===== src/rtl/cmd_paralelo_serial.sv =====
// Parallel-to-serial transmitter for the SD CMD line: loads an n-bit frame, shifts it out MSB-first.
// Optional macro CMD_CRC7_EN replaces frame bits 7..1 with a serially computed CRC7 and forces the end bit.
module cmd_paralelo_serial #(
    parameter int n = 48
) (
    input  logic         sd_clock,
    input  logic         reset,
    input  logic         start,
    input  logic [n-1:0] parallel,
    output logic         serial,
    output logic         cmd_oe,
    output logic         ready,
    output logic         busy,
    output logic         complete,
    output logic [6:0]   count
);

    localparam logic [6:0] LAST = 7'(n - 1);
    localparam int         IW   = $clog2(n);

    typedef enum logic [1:0] {IDLE, SHIFT, DONE} state_t;

    state_t       state, state_nx;
    logic [n-1:0] shreg;
    logic [6:0]   idx_nx;
    logic         bit_nx;
    logic         serial_nx, oe_nx, ready_nx, busy_nx, complete_nx;
    logic [6:0]   count_nx;

    // Frame index driven after the next edge while shifting.
    assign idx_nx = LAST - 7'd1 - count;

`ifdef CMD_CRC7_EN
    logic [6:0] crc, crc_nx;
    logic [6:0] idx_cur;
    logic       fb;

    assign idx_cur = LAST - count;
    assign fb      = serial ^ crc[6];

    // Fold in the bit on the line while it is a payload bit, otherwise shift the CRC out.
    always_comb begin
        crc_nx = {crc[5:0], 1'b0};
        if (idx_cur >= 7'd8)
            crc_nx = {crc[5:3], crc[2] ^ fb, crc[1:0], fb};
    end

    always_comb begin
        bit_nx = 1'b1;
        if (idx_nx >= 7'd8)
            bit_nx = shreg[idx_nx[IW-1:0]];
        else if (idx_nx != 7'd0)
            bit_nx = crc_nx[6];
    end

    always_ff @(posedge sd_clock) begin
        if (reset)
            crc <= '0;
        else if (state == IDLE && start)
            crc <= '0;
        else if (state == SHIFT && count != LAST)
            crc <= crc_nx;
    end
`else
    assign bit_nx = shreg[idx_nx[IW-1:0]];
`endif

    always_ff @(posedge sd_clock) begin
        if (reset)
            state <= IDLE;
        else
            state <= state_nx;
    end

    always_comb begin
        state_nx = state;
        case (state)
            IDLE:    if (start) state_nx = SHIFT;
            SHIFT:   if (count == LAST) state_nx = DONE;
            DONE:    state_nx = IDLE;
            default: state_nx = IDLE;
        endcase
    end

    // Next values of the registered outputs.
    always_comb begin
        serial_nx   = 1'b1;
        oe_nx       = 1'b0;
        ready_nx    = 1'b0;
        busy_nx     = 1'b0;
        complete_nx = 1'b0;
        count_nx    = 7'd0;
        case (state)
            IDLE: begin
                if (start) begin
                    serial_nx = parallel[n-1];
                    oe_nx     = 1'b1;
                    busy_nx   = 1'b1;
                end else begin
                    ready_nx  = 1'b1;
                end
            end
            SHIFT: begin
                if (count != LAST) begin
                    serial_nx = bit_nx;
                    oe_nx     = 1'b1;
                    busy_nx   = 1'b1;
                    count_nx  = count + 7'd1;
                end else begin
                    complete_nx = 1'b1;
                end
            end
            DONE:    ready_nx = 1'b1;
            default: ready_nx = 1'b1;
        endcase
    end

    always_ff @(posedge sd_clock) begin
        if (reset) begin
            serial   <= 1'b1;
            cmd_oe   <= 1'b0;
            ready    <= 1'b1;
            busy     <= 1'b0;
            complete <= 1'b0;
            count    <= 7'd0;
            shreg    <= '0;
        end else begin
            serial   <= serial_nx;
            cmd_oe   <= oe_nx;
            ready    <= ready_nx;
            busy     <= busy_nx;
            complete <= complete_nx;
            count    <= count_nx;
            if (state == IDLE && start)
                shreg <= parallel;
        end
    end

endmodule


===== config.mk =====
export PLATFORM = sky130hd
export DESIGN_NAME = cmd_paralelo_serial
export DESIGN_NICKNAME = d
export VERILOG_FILES = /design/src/rtl/cmd_paralelo_serial.sv
export SDC_FILE = /design/constraint.sdc
export NUM_CORES = 1
export LEC_CHECK = 0
export CAP_MARGIN = 20
export CELL_PAD_IN_SITES_DETAIL_PLACEMENT = 0
export CELL_PAD_IN_SITES_GLOBAL_PLACEMENT = 1
export CORE_UTILIZATION = 39
export CTS_BUF_LIST = sky130_fd_sc_hd__clkbuf_16
export CTS_CLUSTER_SIZE = 40
export DETAILED_ROUTE_END_ITERATION = 7
export MAX_ROUTING_LAYER = met4
export PLACE_DENSITY = 0.81
export SLEW_MARGIN = 20
export SYNTH_ARGS = -nofsm -noshare
export SYNTH_HDL_FRONTEND = slang
export SYNTH_SLANG_ARGS = --single-unit

===== constraint.sdc =====
create_clock -name sd_clock -period 4.08 [get_ports sd_clock]
set_clock_uncertainty 0.1 [all_clocks]
set_input_delay 0.408 -clock sd_clock [delete_from_list [all_inputs] [get_ports sd_clock]]
set_output_delay 0.408 -clock sd_clock [all_outputs]
set_load 0.005 [all_outputs]

==> metrics.cfg <==
[floorplanning]
die_w_um=84.14
die_y_um=84.14
std_cell_rows=29
initial_core_util_pct=40.97
die_area_sq_um=7080
core_area_sq_um=6422
io_pins=63

[place]
dp_hpwl_mm=3.943
gp_congestion=0.7901
portBuffers=62
dp_slack_ns=0.9875

[finish]
syn2layout_area_growth_pct=33.05
nFillCells=571
nNetsFinal=401
antenna_cells=0
drive_gt1_share_pct=7.082

[worst_setup_path]
startpoint_type=register
crit_fanout=17
end_kind=register
cp.arrival_ns=3.18
r2r_cells=5
path_class=register to register
critPathRequiredTime_ns=4.17

[pwr]
ir_drop_v=0.0002015
power_leakage_nw=1.271
total_power_mw=1.513
powerDensity_nw_per_um2=432.1

[timing]
min_period_over_period_pct=75.58
worst_pin_slew_ns=0.9207
setup_viol=0
slew_viol_final=0
relSlewSlack_pct=38.47
finalHoldViolations=0
fmax_ghz=0.3243
setup_tns_ns=0
timing.final.ws_setup_ns=0.9962
rsz0062_at_grt=no
period_needed_ns=3.084

[clock_network]
cts_sinks=61
cts_buffer_depth=2
htreeDepth=3
clock_latency_ns=0.32
clkTransAtPathRegs_ns=0.05
cts_tree=done
cts_resized=0
cts_made_buffers=9
postCtsSetupBuffers=0
cts_hold_buffers=0
root_buffer=clkbuf_16

[outcome]
status=finished, violations left
violations=DRC

[min_path]
hp-class=register to register
worstHoldPathCells=2

[route]
drc=8
firstDrtPassIters=6
routed_wl_mm=5.702
post_drt_wl_per_cell_um=13.26
num_vias=2164
dr.first_iter.drc_count=92
vias_per_cell=5.033
postRouteAntennaNets=0

[global_route]
grt.overflow.total=0
grt_pass1_vias=2159
antenna_found_initial=0
grt_max_degree=51
grt_usage_pct=17.97
grt_pass1_wl_mm=9.756

[synthesis]
synthMuxAreaShare_pct=14.03
synth-xor-area-share_pct=3.281
synth_nets=352
synth_seq_area_share_pct=46.41
synth_compound_area_share_pct=11.51
syn_area_per_cell_sq_um=8.800
synth_cell_types=30
yosys-top-cells-area=dfxtp_1 (46%), nand2_1 (14%), a21oi_1 (9.7%)
yosys.area_share.simple_pct=18.64
synth_area_sq_um=2631
synth_top_family_by_area=simple AND/OR/NAND/NOR gates
netlist.area_leader.share_pct=46.41
synth_fa_ha_area_share_pct=0.9510
netlist_instances=299
ys_ff_latch=61
synth_largest_area_cell=dfxtp_1
yosys_warnings=0

[job]
cap_violations=0

[flip-flops by register name (all words and copies together) (netlist names)]
name      count
busy          1
ready         1
shreg        48
count         7
complete      1
serial        1
state         2
[report_power, final]
group,internal (mW),leakage (nW),switching (mW)
Sequential,0.628,0.500,0.0211
Clock,0.462,0.139,0.250
Combinational,0.0872,0.632,0.0651
Total,1.18,1.27,0.336
[synthesized netlist by cell type, drive strengths merged]
master,count
clkbuf,14
mux2i,11
o211ai,1
xor2,3
nand2,97
a41oi,1
o21ai,2
dfxtp,61
xnor2,6
or2,1
a311oi,1
nand2b,1
a21oi,51
nor2,11
buf,9
nand3,7
ha,2
inv,1
mux4,11
and3,3
nor2b,2
nor4,1
dlygate4sd1,1
a31oi,1
[critical path, cell delays in order, from the launching register on]
cell,delay (ns)
dfxtp_1,0.85
ha_1,0.76
mux4_1,0.41
mux4_2,0.50
a311oi_2,0.22
a21oi_1,0.10
[cell families (layout without fill, tap and decap cells)]
kind of cell,Yosys count,after routing
AOI/OAI and AO/OA,57,57
buffers and inverters,25,79
DFF,61,61
muxes,22,22
xor gates and xnor gates,9,9
and+or+nand+nor,123,123
adders and majority gates,2,2
[through the flow]
step / instance area, sq um / std cells / util [%] / hold slack [ns]
after floorplan: 2631 / 299 / - / 0.3315
after global placement: 3218 / 414 / 50.11 / 0.3449
after detailed placement: 3218 / 414 / 50.11 / 0.3449
after CTS: 3501 / 430 / 54.51 / 0.3516
after global routing: 3501 / 430 / 54.51 / 0.3679
final: 3501 / 430 / 54.51 / 0.3510
[path summary, 6_finish.rpt]
path	slack, ns	from	to
setup / recovery	1.0	count[0]	serial
hold / removal	0.35	shreg[26]	shreg[26]
setup reg to reg	1.0	count[0]	serial
hold reg to reg	0.35	shreg[26]	shreg[26]
[cell type report]
cell class / instances / area [sq um] / share of cell area (%)
multi-input combinational: 213 / 1281 / 36.60
sequential: 61 / 1221 / 34.88
timing repair buffer: 62 / 615.6 / 17.58
clock buffer: 9 / 225.2 / 6.433
tap: 77 / 96.34 / 2.752
clock inverter: 7 / 57.56 / 1.644
inverter: 1 / 3.754 / 0.1072
[metal layers]
layer  vias up  global-route usage, %  wire [um]  share of wire [%]
met3        13                  3.540        236                4.1
met2        46                  30.55       2765                 48
met1       997                  20.56       2586                 45
li1       1108                      -          -                  -
met4         0                  7.994        114                2.0
met5         -                      -          0                  0
[cell usage in the layout (no fill, tap or decap), drive strengths merged, types with 2 or more instances in the layout]
| master | n |
|---|---|
| inv | 2 |
| o21ai | 2 |
| and3 | 3 |
| ha | 2 |
| nand3 | 7 |
| dfxtp | 61 |
| clkinv | 4 |
| a21oi | 51 |
| xor2 | 3 |
| mux2i | 11 |
| clkdlybuf4s50 | 61 |
| mux4 | 11 |
| nand2 | 97 |
| nor2 | 11 |
| nor2b | 2 |
| xnor2 | 6 |
| clkbuf | 9 |
No activity file was read; power rests on OpenSTA's default activity.
